===== src/rtl/mem_access_stage_pkg.sv =====
// mem_access_stage_pkg
// Shared defines for the MEM stage: bus widths, operation and category
// encodings, stall codes and the MEM-stage state encoding. Also provides
// small helpers that decode access size and load signedness from the op.
package mem_access_stage_pkg;

    // Bus widths used across the core
    typedef logic [4:0]  reg_addr_bus_t;
    typedef logic [31:0] reg_bus_t;
    typedef logic [31:0] mem_addr_bus_t;
    typedef logic [7:0]  mem_data_bus_t;
    typedef logic [7:0]  op_bus_t;
    typedef logic [2:0]  catagory_bus_t;

    // Operation encodings meaningful to the MEM stage
    localparam op_bus_t OP_LB  = 8'h01;
    localparam op_bus_t OP_LH  = 8'h02;
    localparam op_bus_t OP_LW  = 8'h03;
    localparam op_bus_t OP_LBU = 8'h04;
    localparam op_bus_t OP_LHU = 8'h05;
    localparam op_bus_t OP_SB  = 8'h06;
    localparam op_bus_t OP_SH  = 8'h07;
    localparam op_bus_t OP_SW  = 8'h08;

    // Category codes; every other value (including zero) means "other"
    localparam catagory_bus_t CAT_LOAD  = 3'd1;
    localparam catagory_bus_t CAT_STORE = 3'd2;

    // Stall controller request codes
    typedef enum logic [1:0] {
        STALL_PASS = 2'd0,
        STALL_HOLD = 2'd1,
        STALL_BUBB = 2'd2
    } stall_t;

    // MEM-stage sequencing states
    typedef enum logic [1:0] {
        ST_IDLE  = 2'd0,
        ST_LOAD  = 2'd1,
        ST_STORE = 2'd2
    } state_t;

    // Number of bytes moved by a memory op: 1, 2 or 4
    function automatic logic [2:0] access_size(input op_bus_t op);
        case (op)
            OP_LW, OP_SW:          return 3'd4;
            OP_LH, OP_LHU, OP_SH:  return 3'd2;
            default:               return 3'd1;
        endcase
    endfunction

    // Only LB and LH sign-extend
    function automatic logic is_signed_load(input op_bus_t op);
        return (op == OP_LB) || (op == OP_LH);
    endfunction

endpackage


===== src/rtl/mem_access_stage_load_extend.sv =====
// load_extend
// Combinational sign/zero extension of a little-endian load result.
// Ports:
//   raw      in  32  assembled bytes, byte 0 in bits [7:0]
//   size     in  3   access size in bytes (1, 2 or 4)
//   sign_ext in  1   1 = sign-extend, 0 = zero-extend
//   result   out 32  extended load value
module load_extend
    import mem_access_stage_pkg::*;
(
    input  logic [31:0] raw,
    input  logic [2:0]  size,
    input  logic        sign_ext,
    output logic [31:0] result
);

    always_comb begin
        result = raw;
        case (size)
            3'd1:    result = {{24{sign_ext & raw[7]}}, raw[7:0]};
            3'd2:    result = {{16{sign_ext & raw[15]}}, raw[15:0]};
            default: result = raw;
        endcase
    end

endmodule


===== src/rtl/mem_access_stage.sv =====
// mem_access_stage
// MEM stage of the five-stage core. Sequences loads and stores over a
// byte-wide synchronous data RAM one byte per cycle, requesting a pipeline
// hold until the access finishes. Non-memory ops pass straight through.
// Ports:
//   clk, rst                      clock, synchronous active-high reset
//   rd_addr_i/rd_write_i/rd_data_i  destination info from EX/MEM
//   mem_addr_i, mem_data_i        effective byte address, store data
//   op_i, catagory_i              operation and category
//   ram_addr/ram_we/ram_wdata     data RAM request (one byte per cycle)
//   ram_rdata                     RAM read byte, valid one cycle after address
//   stall_req                     hold request to the stall controller
//   rd_addr_o/rd_write_o/rd_data_o  write-back result to MEM/WB and forwarding
module mem_access_stage
    import mem_access_stage_pkg::*;
(
    input  logic        clk,
    input  logic        rst,
    input  logic [4:0]  rd_addr_i,
    input  logic        rd_write_i,
    input  logic [31:0] rd_data_i,
    input  logic [31:0] mem_addr_i,
    input  logic [31:0] mem_data_i,
    input  logic [7:0]  op_i,
    input  logic [2:0]  catagory_i,
    output logic [31:0] ram_addr,
    output logic        ram_we,
    output logic [7:0]  ram_wdata,
    input  logic [7:0]  ram_rdata,
    output logic        stall_req,
    output logic [4:0]  rd_addr_o,
    output logic        rd_write_o,
    output logic [31:0] rd_data_o
);

    state_t      state, state_next;
    logic [1:0]  cnt, cnt_next;
    logic [23:0] buffer, buffer_next;
    logic [2:0]  size;
    logic [1:0]  last_store_cnt;
    logic [31:0] raw_word;
    logic [31:0] load_result;

    assign size           = access_size(op_i);
    assign last_store_cnt = size[1:0] - 2'd1;

    // State, byte counter and load buffer registers
    always_ff @(posedge clk) begin
        if (rst) begin
            state  <= ST_IDLE;
            cnt    <= 2'd0;
            buffer <= 24'd0;
        end else begin
            state  <= state_next;
            cnt    <= cnt_next;
            buffer <= buffer_next;
        end
    end

    // Assemble the raw little-endian word: earlier bytes come from the
    // buffer, the last byte is the one arriving on ram_rdata right now.
    always_comb begin
        raw_word = 32'd0;
        case (size)
            3'd1:    raw_word = {24'd0, ram_rdata};
            3'd2:    raw_word = {16'd0, ram_rdata, buffer[7:0]};
            default: raw_word = {ram_rdata, buffer};
        endcase
    end

    load_extend u_load_extend (
        .raw      (raw_word),
        .size     (size),
        .sign_ext (is_signed_load(op_i)),
        .result   (load_result)
    );

    // Next-state and output logic. A word load runs the 2-bit counter
    // 1,2,3 and then wraps to 0, so the "last byte" test compares against
    // size[1:0], where a size of 4 reads as 0.
    always_comb begin
        state_next  = state;
        cnt_next    = cnt;
        buffer_next = buffer;
        ram_addr    = 32'd0;
        ram_we      = 1'b0;
        ram_wdata   = 8'd0;
        stall_req   = 1'b0;
        rd_addr_o   = rd_addr_i;
        rd_write_o  = 1'b0;
        rd_data_o   = rd_data_i;

        case (state)
            ST_IDLE: begin
                if (catagory_i == CAT_LOAD) begin
                    ram_addr   = mem_addr_i;
                    cnt_next   = 2'd1;
                    state_next = ST_LOAD;
                    stall_req  = 1'b1;
                end else if (catagory_i == CAT_STORE) begin
                    ram_we    = 1'b1;
                    ram_addr  = mem_addr_i;
                    ram_wdata = mem_data_i[7:0];
                    if (size != 3'd1) begin
                        cnt_next   = 2'd1;
                        state_next = ST_STORE;
                        stall_req  = 1'b1;
                    end
                end else begin
                    rd_write_o = rd_write_i;
                end
            end

            ST_LOAD: begin
                case (cnt)
                    2'd1:    buffer_next[7:0]   = ram_rdata;
                    2'd2:    buffer_next[15:8]  = ram_rdata;
                    2'd3:    buffer_next[23:16] = ram_rdata;
                    default: buffer_next        = buffer;
                endcase
                if (cnt == size[1:0]) begin
                    rd_write_o = rd_write_i;
                    rd_data_o  = load_result;
                    cnt_next   = 2'd0;
                    state_next = ST_IDLE;
                end else begin
                    ram_addr  = mem_addr_i + {30'd0, cnt};
                    cnt_next  = cnt + 2'd1;
                    stall_req = 1'b1;
                end
            end

            ST_STORE: begin
                ram_we   = 1'b1;
                ram_addr = mem_addr_i + {30'd0, cnt};
                case (cnt)
                    2'd1:    ram_wdata = mem_data_i[15:8];
                    2'd2:    ram_wdata = mem_data_i[23:16];
                    2'd3:    ram_wdata = mem_data_i[31:24];
                    default: ram_wdata = mem_data_i[7:0];
                endcase
                if (cnt == last_store_cnt) begin
                    cnt_next   = 2'd0;
                    state_next = ST_IDLE;
                end else begin
                    cnt_next  = cnt + 2'd1;
                    stall_req = 1'b1;
                end
            end

            default: begin
                state_next = ST_IDLE;
                cnt_next   = 2'd0;
            end
        endcase

        // Reset silences every output so nothing leaks into RAM or write-back
        if (rst) begin
            ram_addr   = 32'd0;
            ram_we     = 1'b0;
            ram_wdata  = 8'd0;
            stall_req  = 1'b0;
            rd_addr_o  = 5'd0;
            rd_write_o = 1'b0;
            rd_data_o  = 32'd0;
        end
    end

endmodule


===== config.mk =====
export PLATFORM = sky130hd
export DESIGN_NAME = mem_access_stage
export DESIGN_NICKNAME = d
export VERILOG_FILES = /design/src/rtl/mem_access_stage_pkg.sv /design/src/rtl/mem_access_stage_load_extend.sv /design/src/rtl/mem_access_stage.sv
export SDC_FILE = /design/constraint.sdc
export NUM_CORES = 1
export LEC_CHECK = 0
export BUFFER_PORTS_ARGS = -buffer_cell sky130_fd_sc_hd__buf_2
export CORE_MARGIN = 2
export CORE_UTILIZATION = 50
export DETAILED_ROUTE_END_ITERATION = 10
export GPL_TIMING_DRIVEN = 0
export MAX_ROUTING_LAYER = met4
export PLACE_DENSITY = 0.89
export SYNTH_ARGS = -nofsm -noshare
export SYNTH_HDL_FRONTEND = slang
export SYNTH_SLANG_ARGS = --single-unit
export TNS_END_PERCENT = 20

===== constraint.sdc =====
create_clock -name clk -period 5.7 [get_ports clk]
set_input_delay 1.14 -clock clk [delete_from_list [all_inputs] [get_ports clk]]
set_output_delay 1.14 -clock clk [all_outputs]
set_load 0.01 [all_outputs]

[After elaboration in Yosys (flattened, before gate mapping)]
Index checks and enable logic that the tools add are counted.
Cells by class
  add/subtract/negate cells: 3
  multipliers: 0
  div/mod/pow operators: 0
  order comparisons: 0
  equality and inequality tests: 22
  shifts and indexed selects: 0
  mux-type cells: 45
  bitwise logic cells: 2
  reduce and logical (&&, ||, !) cells: 9
Operators with widths (count)
  2-to-1 mux 32 bit: 7
  case mux 32 bit (2 select lines): 2
  case mux 32 bit (3 select lines): 1
  adder 32 x 2 -> 32 bit: 1
  2-to-1 mux 8 bit: 3
  case mux 8 bit (3 select lines): 1
  2-to-1 mux 2 bit: 10
  equality test 8 x 2 -> 1 bit (second input constant): 2
  equality test 8 x 3 -> 1 bit (second input constant): 2
  case mux 8 bit (2 select lines): 1
  2-to-1 mux 1 bit: 13
  case mux 2 bit (3 select lines): 2
  equality test 8 x 1 -> 1 bit (second input constant): 1
  equality test 8 x 4 -> 1 bit (second input constant): 1
  AND reduction 2 bit: 4
  equality test 2 bit (second input constant): 3
  equality test 3 x 1 -> 1 bit (second input constant): 2
  equality test 3 x 2 -> 1 bit (second input constant): 2
  != test 3 bit (second input constant): 2
  case mux 3 bit (2 select lines): 1
  2-to-1 mux 5 bit: 1
  equality test 2 x 1 -> 1 bit (second input constant): 2
  equality test 2 bit: 2
  != test 2 bit (second input constant): 2
  other kinds (11): 13
Storage, ports and cells
  register bits: 28
  bits in latches: 0
  RAM bits: 0
  memory bits (read-only): 0
  input bits: 123
  word-level logic and storage cells: 86
  memories: 0

[Logic depth before layout (Yosys ltp)]
  depth after elaboration: 10
  mapped depth: 9
  gate-level depth less buffers: 8

[Hierarchy]
From an unflattened synthesis, not the netlist that was laid out.
Second synthesis, totals
  cells, all modules: 563
  area, all modules: 3866.2 µm²
Modules (own cells, without submodules)
  mem_access_stage: instances 1, cells each 519, area an instance 3517.1 µm², seq. area each 560.5 µm²
  load_extend: instances 1, cells each 44, area an instance 349.1 µm², seq. area each 0.0 µm²

[Worst setup path after synthesis]
OpenSTA, ideal clock, no wires.
  path kind: in2out
  from: input op_i[5]
  to: output ram_addr[6]
  arrival time: 3.149 ns
  required time: 4.560 ns
  slack: 1.411 ns
  stages on the path: 7
  path through: or4_4 buf_6 a2111o_1 o211a_4 o21a_4 buf_6 o41ai_1
Between the ends
  cells in the longest elaborated chain, start to end: 7
  elaborated cells on any way between the ends: 12
  those cells by class: 6 x eq/ne; 4 x mux; 2 x reduce/logical
Ends and longest elaborated chain
  from (decl): RTL line mem_access_stage.sv:24  | input logic [7:0] op_i,
  equality test 8 x 2 -> 1 bit, or another cell as far along: RTL line mem_access_stage_pkg.sv:45  | case (op)
  OR reduction 3 bit or OR reduction 2 bit (tied branches): RTL line mem_access_stage_pkg.sv:45
  case mux 3 bit (2 select lines) *: RTL line mem_access_stage_pkg.sv:45
  equality test 2 bit *: RTL line mem_access_stage.sv:121  | if (cnt == size[1:0]) begin
  2-to-1 mux 32 bit *: RTL line mem_access_stage.sv:121
  case mux 32 bit (3 select lines) *: RTL line mem_access_stage.sv:93  | case (state)
  2-to-1 mux 32 bit *: RTL line mem_access_stage.sv:158  | if (rst) begin
  to (decl): RTL line mem_access_stage.sv:26  | output logic [31:0] ram_addr,
Every way passes the cells marked *; elsewhere a longest branch is shown, timed or not.

[Worst setup path in the final report]
  from: input op_i[2]
  to: output rd_data_o[7]
Between the ends
  cells in the longest elaborated chain, start to end: 9
  elaborated cells on any way between the ends: 16
  those cells by class: 8 x eq/ne; 6 x mux; 2 x reduce/logical
Ends and longest elaborated chain
  equality test 8 x 2 -> 1 bit, or another cell as far along: RTL line mem_access_stage_pkg.sv:45
  OR reduction 3 bit or OR reduction 2 bit (tied branches): RTL line mem_access_stage_pkg.sv:45
  case mux 3 bit (2 select lines) *: RTL line mem_access_stage_pkg.sv:45
  equality test 3 x 2 -> 1 bit or equality test 3 x 1 -> 1 bit (tied branches): RTL line mem_access_stage.sv:64  | case (size)
  case mux 32 bit (2 select lines): RTL line mem_access_stage.sv:64
  case mux 32 bit (2 select lines): RTL line mem_access_stage_load_extend.sv:19  | case (size)
  2-to-1 mux 32 bit *: RTL line mem_access_stage.sv:121
  2-to-1 mux 32 bit *: RTL line mem_access_stage.sv:93
  2-to-1 mux 32 bit *: RTL line mem_access_stage.sv:158
  to (decl): RTL line mem_access_stage.sv:33  | output logic [31:0] rd_data_o
Marks and branches as above.

==> out/metrics.cfg <==
[status]
status=finished, final reports clean

[final_layout]
nets=894
layout-drive-gt1-share=0.305
synthToLayoutAreaGrowth_pct=32.8
final.fill_count=647
final_core_util=0.675
num_antenna_cells=0

[worst_setup_path]
arrival_ps=3780
crit_family=compound AO/OA/AOI/OAI gates
crit_path_max_fanout=10
crit_buf_inv=4
cp_data_required_time_ps=4560
path_cells=buf_2 > clkbuf_1 > or3b_1 > a21oi_2 > nand4_1 > a21oi_4 > buf_4 > nor2_1 > a211oi_1 > buf_2
worstSetupPathType=in2out
max_stage_delay_ps=480
end_kind=output port
crit_top_cell=buf_2
critPathSlowestCell=or3b_1
crit_path_start_kind=primary input

[route]
vias=5328
dr.pass1.iters=6
drt-initial-drc-count=479
postRouteAntennaNets=0
wl_um=14200
viasPerCell=6.18
wire_per_inst_um=16.5
drc=0

[cts]
cts-root-buf=clkbuf_8
cts.clk_slew.worst_paths_ps=110
htreeDepth=1
cts_resized=0
post_cts_buffers=0
cts_tree=built
clk_path_buf_depth=2
cts_buffers=3
insertion_delay_ps=280
cts_hold_buf=0
clock-sinks=28

[sta]
rsz0062_at_grt=no
finalHoldViolCount=0
post-route-period-util=0.864
relSlewSlack=0.270
tns_ps=0
worstMarginPinSlew_ps=1090
final_max_slew_viol_count=0
fmax_mhz=203
fin_skew_ps=9.79
report.final.setup_viol=0
period_needed_ps=4920

[synth]
yosysSeqAreaShare=0.154
synth.avg_cell_area_um2=6.53
synth_area_um2=3650
ys_dominant_reg_cell=dfxtp_1
synth_edf_count=0
syn_inst=559
synth_cell_types=67
ys_seq_elements=28
yosys_warnings=0
synth-async-reset-ratio=0
syn-num-nets=689

[placement]
io_buffer_count=200
dp_hpwl_um=11300
gp_congestion=0.933

[power_and_ir_drop]
swShare=0.351
comb_power_share=0.391
leakagePower_nw=2.09
pwr-share-clk=0.272
p_sw_mw=0.210
internal_power_mw=0.387
powerDensity_nw_per_um2=123
ir_worst_vdd_mv=0.103
seq_power_share=0.336

[grt]
grt_max_degree=17
grt_usage=0.345
overflow=0
grt_pass1_vias=4711
grt_pass1_wl_um=21500
antenna_found_initial=0

[job]
drv_cap=0

[hold_path]
hp-class=reg2reg

[floorplanning]
core_area_um2=7180
die_h_um=89.4
ios=203
die_w_um=89.4
rows=31
die_area_um2=8000
start_util=0.508

[flip-flops by register name (all words and copies together), names as in the netlist]
register  count
buffer       24
cnt           2
state         2
[stage by stage]
| step | worst slack [ps] | total power, mW | instance area, um2 | hold WS (ps) | std cells |
|---|---|---|---|---|---|
| final | 777 | 0.597 | 4840 | 459 | 862 |
| after global routing | 685 | 0.624 | 4840 | 487 | 862 |
| after CTS | 869 | 0.589 | 4840 | 460 | 862 |
| after detailed placement | 873 | 0.433 | 4770 | 445 | 858 |
| after global placement | 922 | 0.427 | 4770 | 441 | 858 |
| after floorplan | 1410 | 0.322 | 3650 | 433 | 559 |
[area by class of cell]
type / count / area, um2 / area share
multi-input combinational: 469 / 2810 / 0.580
timing repair buffer: 200 / 1000 / 0.207
sequential: 28 / 561 / 0.116
buffer: 46 / 220 / 0.0455
tap: 99 / 124 / 0.0256
inverter: 16 / 60.1 / 0.0124
clock buffer: 3 / 41.3 / 0.00852
clock inverter: 1 / 30.0 / 0.00620
[power groups by stage]
stage | Clock, mW | Sequential (mW) | Combinational (mW)
global route | 0.168 | 0.201 | 0.254
detailed placement | 0 | 0.205 | 0.228
CTS | 0.160 | 0.201 | 0.229
floorplan | 0 | 0.204 | 0.118
finish | 0.162 | 0.201 | 0.234
global placement | 0 | 0.205 | 0.222
[kinds of logic after synthesis]
logic type               synth area share
flip-flops                          0.154
buffers and inverters              0.0768
adder cells (fa/ha/maj)            0.0288
AO/OA/AOI/OAI                       0.345
XOR/XNOR                          0.00240
multiplexers                       0.0415
AND/OR/NAND/NOR                     0.352
[placed cells by master (no fill, tap or decap), types with 8 or more instances in the layout]
cell type / count
inv_1: 16
nand3b_1: 16
a21o_1: 9
o21ai_0: 49
a211oi_1: 13
dfxtp_1: 28
or3_1: 8
nand3_1: 46
nor3_1: 17
mux2i_1: 14
clkbuf_1: 31
a21oi_1: 74
buf_2: 205
a222oi_1: 8
nor2_1: 49
nand2_1: 57
[final timing paths]
check	start	endpoint	slack (ps)	cells after the start
setup / recovery	op_i[2]	rd_data_o[7]	780	10
hold / removal	buffer[22]	buffer[22]	460	2
setup reg to reg	cnt[1]	buffer[12]	3350	6
hold reg to reg	buffer[22]	buffer[22]	460	2
[tightest hold or removal path, delay by kind of cell (launching register included)]
kind / cells / cell delay, ps
compound gates: 1 / 50
simple gates: 1 / 50
flops: 1 / 320
[cells in the mapped netlist (all sizes together) (7+ instances only)]
library cell	count	area (um2)
a222oi	8	80.1
a21o	9	67.6
dfxtp	28	561
clkbuf	31	116
or3	8	50.1
a21oi	77	404
nand2	57	214
nand2b	7	43.8
a211oi	13	97.6
nand3b	16	120
o21ai	53	277
nor2	49	184
inv	16	60.1
nor3	17	85.1
nor4	9	68.8
nand3	46	230
mux2i	14	140
buf	15	104
o221ai	7	61.3
[metal layers]
layer | track usage | up-vias | wire length (um)
met5 | - | - | 0
met4 | 0.114 | 0 | 448
met3 | 0.0489 | 58 | 1590
met1 | 0.400 | 2405 | 5320
li1 | - | 2489 | -
met2 | 0.607 | 376 | 6870
Note: power is estimated with default switching activity, not from simulation.
